`config.mk`:
```
export PLATFORM = sky130hd
export DESIGN_NAME = peridot_byte2packet
export DESIGN_NICKNAME = d
export VERILOG_FILES = /design/src/rtl/peridot_byte2packet.sv
export SDC_FILE = /design/constraint.sdc
export NUM_CORES = 1
export LEC_CHECK = 0
export CAP_MARGIN = 20
export CORE_ASPECT_RATIO = 0.75
export CORE_MARGIN = 3
export CORE_UTILIZATION = 33
export CTS_CLUSTER_SIZE = 12
export DETAILED_ROUTE_END_ITERATION = 10
export PLACE_DENSITY = 0.6
export RECOVER_POWER = 100
export SKIP_CTS_REPAIR_TIMING = 1
export SLEW_MARGIN = 25
export SYNTH_ARGS = -nofsm -noshare
export SYNTH_HDL_FRONTEND = slang
export SYNTH_SLANG_ARGS = --single-unit
```
`constraint.sdc`:
```
create_clock -name clock_sig -period 1.5 [get_ports clock_sig]
set_input_delay 0.3 -clock clock_sig [delete_from_list [all_inputs] [get_ports clock_sig]]
set_output_delay 0.3 -clock clock_sig [all_outputs]
set_load 0.005 [all_outputs]
```
`src/rtl/peridot_byte2packet.sv`:
```
// Byte-stream to packet decoder: strips SOP/EOP/channel marks and escapes,
// presenting payload bytes with packet flags through a single output register.
module peridot_byte2packet #(
  parameter int CHANNEL_WIDTH = 8
) (
  input  logic                     clock_sig,
  input  logic                     reset_sig,
  output logic                     in_ready,
  input  logic                     in_valid,
  input  logic [7:0]               in_data,
  input  logic                     out_ready,
  output logic                     out_valid,
  output logic [7:0]               out_data,
  output logic                     out_startofpacket,
  output logic                     out_endofpacket,
  output logic [CHANNEL_WIDTH-1:0] out_channel
);

  // state       | meaning
  // DATA        | decoding marks and plain payload
  // ESCAPE      | next byte is payload, XOR 0x20
  // CHANNEL     | next byte is the channel number (0x7D escapes it)
  // CHANNEL_ESC | next byte XOR 0x20 is the channel number
  typedef enum logic [1:0] {DATA, ESCAPE, CHANNEL, CHANNEL_ESC} state_t;

  localparam logic [7:0] SOP_MARK = 8'h7A;
  localparam logic [7:0] EOP_MARK = 8'h7B;
  localparam logic [7:0] CH_MARK  = 8'h7C;
  localparam logic [7:0] ESC_MARK = 8'h7D;

  state_t                   state;
  logic                     sop_pending;
  logic                     eop_pending;
  logic [CHANNEL_WIDTH-1:0] channel_reg;
  logic                     accept;
  logic                     emit;
  logic [7:0]               emit_data;
  logic [7:0]               esc_byte;

  assign in_ready = !out_valid || out_ready;
  assign accept   = in_valid && in_ready;
  assign esc_byte = in_data ^ 8'h20;

  always_comb begin
    emit      = 1'b0;
    emit_data = in_data;
    case (state)
      DATA:    emit = (in_data < SOP_MARK) || (in_data > ESC_MARK);
      ESCAPE: begin
        emit      = 1'b1;
        emit_data = esc_byte;
      end
      default: emit = 1'b0;
    endcase
  end

  always_ff @(posedge clock_sig or posedge reset_sig) begin
    if (reset_sig) begin
      state             <= DATA;
      sop_pending       <= 1'b0;
      eop_pending       <= 1'b0;
      channel_reg       <= '0;
      out_valid         <= 1'b0;
      out_data          <= 8'h00;
      out_startofpacket <= 1'b0;
      out_endofpacket   <= 1'b0;
      out_channel       <= '0;
    end else begin
      if (out_valid && out_ready)
        out_valid <= 1'b0;
      if (accept) begin
        // a reload in the same cycle as a drain overrides the clear above
        if (emit) begin
          out_valid         <= 1'b1;
          out_data          <= emit_data;
          out_startofpacket <= sop_pending;
          out_endofpacket   <= eop_pending;
          out_channel       <= channel_reg;
          sop_pending       <= 1'b0;
          eop_pending       <= 1'b0;
        end
        case (state)
          DATA: begin
            case (in_data)
              SOP_MARK: sop_pending <= 1'b1;
              EOP_MARK: eop_pending <= 1'b1;
              CH_MARK:  state <= CHANNEL;
              ESC_MARK: state <= ESCAPE;
              default:  state <= DATA;
            endcase
          end
          ESCAPE: state <= DATA;
          CHANNEL: begin
            if (in_data == ESC_MARK) begin
              state <= CHANNEL_ESC;
            end else begin
              channel_reg <= in_data[CHANNEL_WIDTH-1:0];
              state       <= DATA;
            end
          end
          CHANNEL_ESC: begin
            channel_reg <= esc_byte[CHANNEL_WIDTH-1:0];
            state       <= DATA;
          end
          default: state <= DATA;
        endcase
      end
    end
  end

endmodule

```
Word level (Yosys, flattened, before mapping)
Index checks and enable logic that the tools add are counted.
{"block": "word_totals", "reg_bits": 31, "output_inout_bits": 20, "wordCells": 49}
{"block": "classes", "order_cmp": 2, "eq_ne": 9, "muxes": 16, "n_bitwise": 1, "reduce_logical": 12}
{"op": "$eq 8x7->1 const B", "n": 4}
{"op": "$pmux 8 s2", "n": 1}
{"op": "$pmux 2 s3", "n": 2}
{"op": "$mux 1", "n": 9}
{"op": "$gt 8x7->1 const B", "n": 1}
{"op": "$lt 8x7->1 const B", "n": 1}
{"op": "$mux 8", "n": 1}
{"op": "$mux 6", "n": 1}
{"op": "$eq 2x2->1 const B", "n": 2}
{"op": "$ne 2x2->1 const B", "n": 2}
{"op": "$reduce_and 2->1", "n": 2}
{"op": "$reduce_or 2->1", "n": 2}
{"op": "$reduce_and 3->1", "n": 1}
{"op": "$eq 2x1->1 const B", "n": 1}
{"op": "$logic_and 1x1->1", "n": 2}
{"op": "$logic_not 2->1", "n": 1}
{"op": "$logic_or 1x1->1", "n": 2}
{"op": "$mux 2", "n": 1}
{"op": "$pmux 1 s2", "n": 1}
{"op": "$reduce_bool 2->1", "n": 1}
{"op": "$logic_not 1->1", "n": 1}
{"op": "$not 1->1", "n": 1}

Logic depth before layout (Yosys ltp)
{"block": "logic_depth", "word_depth": 6, "ltp_mapped": 6, "mapped_depth_nobuf": 4}

Worst setup path before layout
Ideal clock, no wire load.
{"block": "synth_timing", "path_kind": "flip-flop to flip-flop", "from": "register out_valid", "to": "register out_data[3]", "setup_ns": 0.125, "t_arrival_ns": 1.510, "path_slack_ns": -0.135, "path_stages_with_launch": 6, "cell_sequence": "dfrtp_1 > nand2b_1 > clkbuf_1 > nand2_1 > a21oi_4 > mux2_2"}
{"block": "synth_between", "elab_chain_len": 4}
{"element": "start, declared", "line_no": "12", "text": "output logic out_valid,"}
{"element": "start signal, assigned", "line_no": "63", "text": "out_valid <= 1'b0;"}
{"element": "start signal, assigned", "line_no": "70", "text": "out_valid <= 1'b0;"}
{"element": "start signal, assigned", "line_no": "74", "text": "out_valid <= 1'b1;"}
{"element": "$logic_not 1->1", "line_no": "40", "text": "assign in_ready = !out_valid || out_ready;"}
{"element": "$logic_or 1x1->1", "line_no": "40"}
{"element": "net in_ready", "line_no": "8", "text": "output logic in_ready,"}
{"element": "$logic_and 1x1->1", "line_no": "41", "text": "assign accept = in_valid && in_ready;"}
{"element": "$reduce_and 2->1 (no source line)"}
{"element": "end signal, assigned", "line_no": "75", "text": "out_data <= emit_data;"}
{"element": "end, declared", "line_no": "13", "text": "output logic [7:0] out_data,"}
The timed path passes the listed nets, and every way through them passes these cells.
A chain may end at the register's enable or synchronous reset.

Worst setup path after layout
{"block": "layout_timing", "from": "input port in_data[1]", "to": "register out_channel[2]"}
{"block": "layout_between", "elab_chain_len": 4, "elab_cells_between_ends": 5, "classes_between": "2 x order compare; 1 x mux; 2 x reduce/logical"}
{"element": "start, declared", "line_no": "10", "text": "input logic [7:0] in_data,"}
{"element": "$lt 8x7->1 / $gt 8x7->1 (equally long branches)", "line_no": "48", "text": "DATA: emit = (in_data < SOP_MARK) || (in_data > ESC_MARK);"}
{"element": "$logic_or 1x1->1 (*)", "line_no": "48"}
{"element": "$pmux 1 s2 (*)", "line_no": "47", "text": "case (state)"}
{"element": "$reduce_and 2->1 (no source line) (*)"}
{"element": "end signal, assigned", "line_no": "78", "text": "out_channel <= channel_reg;"}
{"element": "end, declared", "line_no": "16", "text": "output logic [CHANNEL_WIDTH-1:0] out_channel"}
Mark *: on every way between the ends. The rest lies on a longest branch, timed or not.

==> impl_metrics.ini <==
[critical_path]
path_max_fanout = 5
path_cells = clkdlybuf4s50_1 > xor2_1 > buf_4 > a21oi_4 > clkbuf_16 > mux2_1
critPathCaptureType = flip-flop
worst_setup_path_start_kind = primary input
critical_path_arrival_ns = 1.82
worst_path_dominant_cell_family = buffers and inverters
timing.critical_path.required_ns = 1.66
worst_path_cell_with_the_longest_stage_delay = clkdlybuf4s50_1
worstSetupPathType = primary input to flip-flop
crit_path_max_incr_delay_ns = 0.49
critPathBufInv = 3
reg2reg_slack_ns = -0.15

[run_status]
violations = setup timing
run_status = complete, but fails checks

[timing]
finalCritPeriodShare_pct = 111.0
timing.clock.skew_ns = 0.005799
timing_worst_slew_pin_value_ns = 0.7350
finalWorstSetupSlack_ns = -0.1655
setup_repair_after_global_routing_missed_its_margin = yes
hold_ws_ns = 0.3304
final_hold_viols = 0
clock.fmax_mhz = 600.4
finalSetupViolCount = 19
drv_slew = 0
slew_headroom_pct = 51.00
fin_crit_period_ns = 1.666

[logic_synthesis]
synth.net_count = 128
synth.ff_latch_count = 31
synth_xor_area_share_pct = 1.909
synth_mux_area_share_pct = 14.73
area_of_the_mapped_netlist_um2 = 1376
synth_top_family_by_area = multiplexers
seq_area_frac_synth_pct = 56.36
area_fraction_in_and_or_nand_and_nor_cells_after_synthesis_pct = 8.455
synthesis.yosys.warnings = 0
postSynthAreaPerCell_um2 = 11.86
compound_gate_portion_of_the_synthesized_area_pct = 14.18
cells_after_synth = 116
yosys.cell_types.count = 30
post_synth_fa_ha_maj_area_fraction_pct = 0

[clock_network]
cts.htree.levels = 2
cts_buffer_depth = 2
source_to_sink_clock_delay_at_the_later_pin_of_the_worst_skew_pair_ns = 0.27
number_of_clock_sinks = 31
path_clk_slew_ns = 0.06
clockRootBuffer = clkbuf_8
tritoncts_clock_tree = done
cts_made_buffers = 5

[place]
detailed_place_hpwl_um = 2325
place.port_buffers = 31
dpl_cell_area_um2 = 1922
finalWeightedCongestion = 0.7875

[detailed_routing]
ant_nets = 0
routed_wire_length_per_instance_um = 14.43
viasPerCell = 4.850
drcViolationCount = 0
dr_total_vias = 1101
routed_wirelength_um = 3275
detailedRoute.firstIterationViolations = 38
drtPass1Iterations = 4

[global_routing]
antenna_found_initial = 0
first_pass_grt_wire_length_um = 4809
total_grt_usage_pct = 13.14
grt_start_max_net_pins = 32
vias_in_the_first_global_route = 1043
grt.overflow.total = 0

[power_and_ir_drop]
p_comb_share_pct = 27.0
net-switching-power_w = 0.0005553
static-leakage-power_nw = 1.046
clock_power_share_pct = 27.6
pwr_density_cell_nw_per_um2 = 1034
max-vdd-ir-drop_v = 0.0008495
seqPwrFrac_pct = 45.4
internal_power_w = 0.001741
switching_share_pct = 24.18

[die]
dieArea_um2 = 4990
horiz_die_dim_um = 80.57
initial_util_pct = 35.96
fp.dieH_um = 61.93
std_cell_rows = 19
floorplan.core_area_um2 = 3827
num_io_pins = 32

[worst_hold_path]
worst_min_delay_path_category = primary input to flip-flop

[cells_and_area]
fill_cells = 313
finish.net_count = 187
multiInputGateArea_um2 = 670.6
layout.cells.most_common_list = dfrtp_1 (31), clkdlybuf4s50_1 (23), buf_4 (22)
drive_above_1_share_pct = 37.71
area.growth.synth_to_final_pct = 61.36
post-route-cell-area_um2 = 2221
antenna_cells = 0
layout_commonest_cell = dfrtp_1
regArea_um2 = 775.7
postLayoutCoreUtil_pct = 58.03

[run]
max-cap-violations = 0
-- per-stage QoR --
stage / setup TNS [ns] / total power, W / setup WS (ns) / instances
global route: -2.974 / 0.002430 / -0.2113 / 227
floorplan: -1.799 / 0.001268 / -0.1119 / 116
detailed placement: -14.10 / 0.001600 / -0.5746 / 214
finish: -1.674 / 0.002296 / -0.1655 / 227
CTS: -5.169 / 0.002243 / -0.3428 / 221
global placement: -13.43 / 0.001589 / -0.5387 / 214
-- power by group through the flow --
stage,combinational [W],clock (W),sequential (W)
2_1_floorplan,0.000214,0,0.00105
6_report,0.000620,0.000634,0.00104
4_1_cts,0.000544,0.000657,0.00104
5_1_grt,0.000673,0.000696,0.00106
3_5_place_dp,0.000542,0,0.00106
3_3_place_gp,0.000537,0,0.00105
-- cells by family (layout without fill, tap and decap cells) --
group,Yosys count,after routing
AO/OA/AOI/OAI,26,26
XOR/XNOR,3,3
multiplexers,18,18
buffers and inverters,15,74
flip-flops,31,31
AND/OR/NAND/NOR,23,23
-- per-layer routing --
layer / up-vias / share of wire [%] / global-route usage, %
met5: - / 0 / 0
met4: 0 / 1.5 / 6.265
li1: 535 / - / -
met1: 536 / 50 / 18.17
met2: 23 / 44 / 18.28
met3: 7 / 4.2 / 4.899
-- Yosys cell counts --
cell type / n / share of area [%]
a31oi_1: 4 / 1.8
mux2_1: 2 / 1.6
clkbuf_1: 3 / 0.82
a22o_1: 1 / 0.64
nand2b_1: 1 / 0.45
mux2_2: 16 / 13
nor2b_1: 2 / 0.91
nor3_1: 2 / 0.73
o22a_1: 3 / 1.9
a211oi_1: 2 / 1.1
o211ai_1: 2 / 1.1
buf_1: 1 / 0.27
a21oi_1: 5 / 1.8
xnor2_1: 1 / 0.64
a21oi_4: 1 / 1.2
nand3_1: 5 / 1.8
o21ai_0: 2 / 0.73
and4b_1: 1 / 0.73
and2_1: 1 / 0.45
xor2_1: 2 / 1.3
a21o_1: 1 / 0.55
nand4_1: 1 / 0.45
and2_0: 1 / 0.45
nand2_1: 8 / 2.2
a31oi_4: 1 / 1.5
inv_1: 8 / 2.2
buf_2: 3 / 1.1
nor2_1: 1 / 0.27
o22ai_1: 4 / 1.8
dfrtp_1: 31 / 56
-- path summary, 6_finish.rpt --
path                                start             end  depth (start not counted)
max                            in_data[1]  out_channel[2]                          6
min                            in_data[4]  channel_reg[4]                          2
max reg2reg                      state[0]     out_data[4]                          6
min reg2reg                out_channel[2]  out_channel[2]                          1
max in group asynchronous       reset_sig  channel_reg[0]                          3
min in group asynchronous       reset_sig  channel_reg[7]                          3
-- worst reg2reg max path, stage by stage (launching register included) --
cell	delay, ns
dfrtp_1	0.34
and4b_1	0.21
and2_4	0.14
buf_6	0.13
a21oi_4	0.21
clkbuf_16	0.18
mux2_2	0.32
-- layout make-up --
cell class	instances	area share [%]
Clock buffer	6	3.718
Clock inverter	1	0.2254
Inverter	8	1.352
Multi-Input combinational cell	70	30.20
Sequential cell	31	34.93
Tap cell	52	2.930
Timing Repair Buffer	59	26.65
No activity file was read; power rests on OpenSTA's default activity.
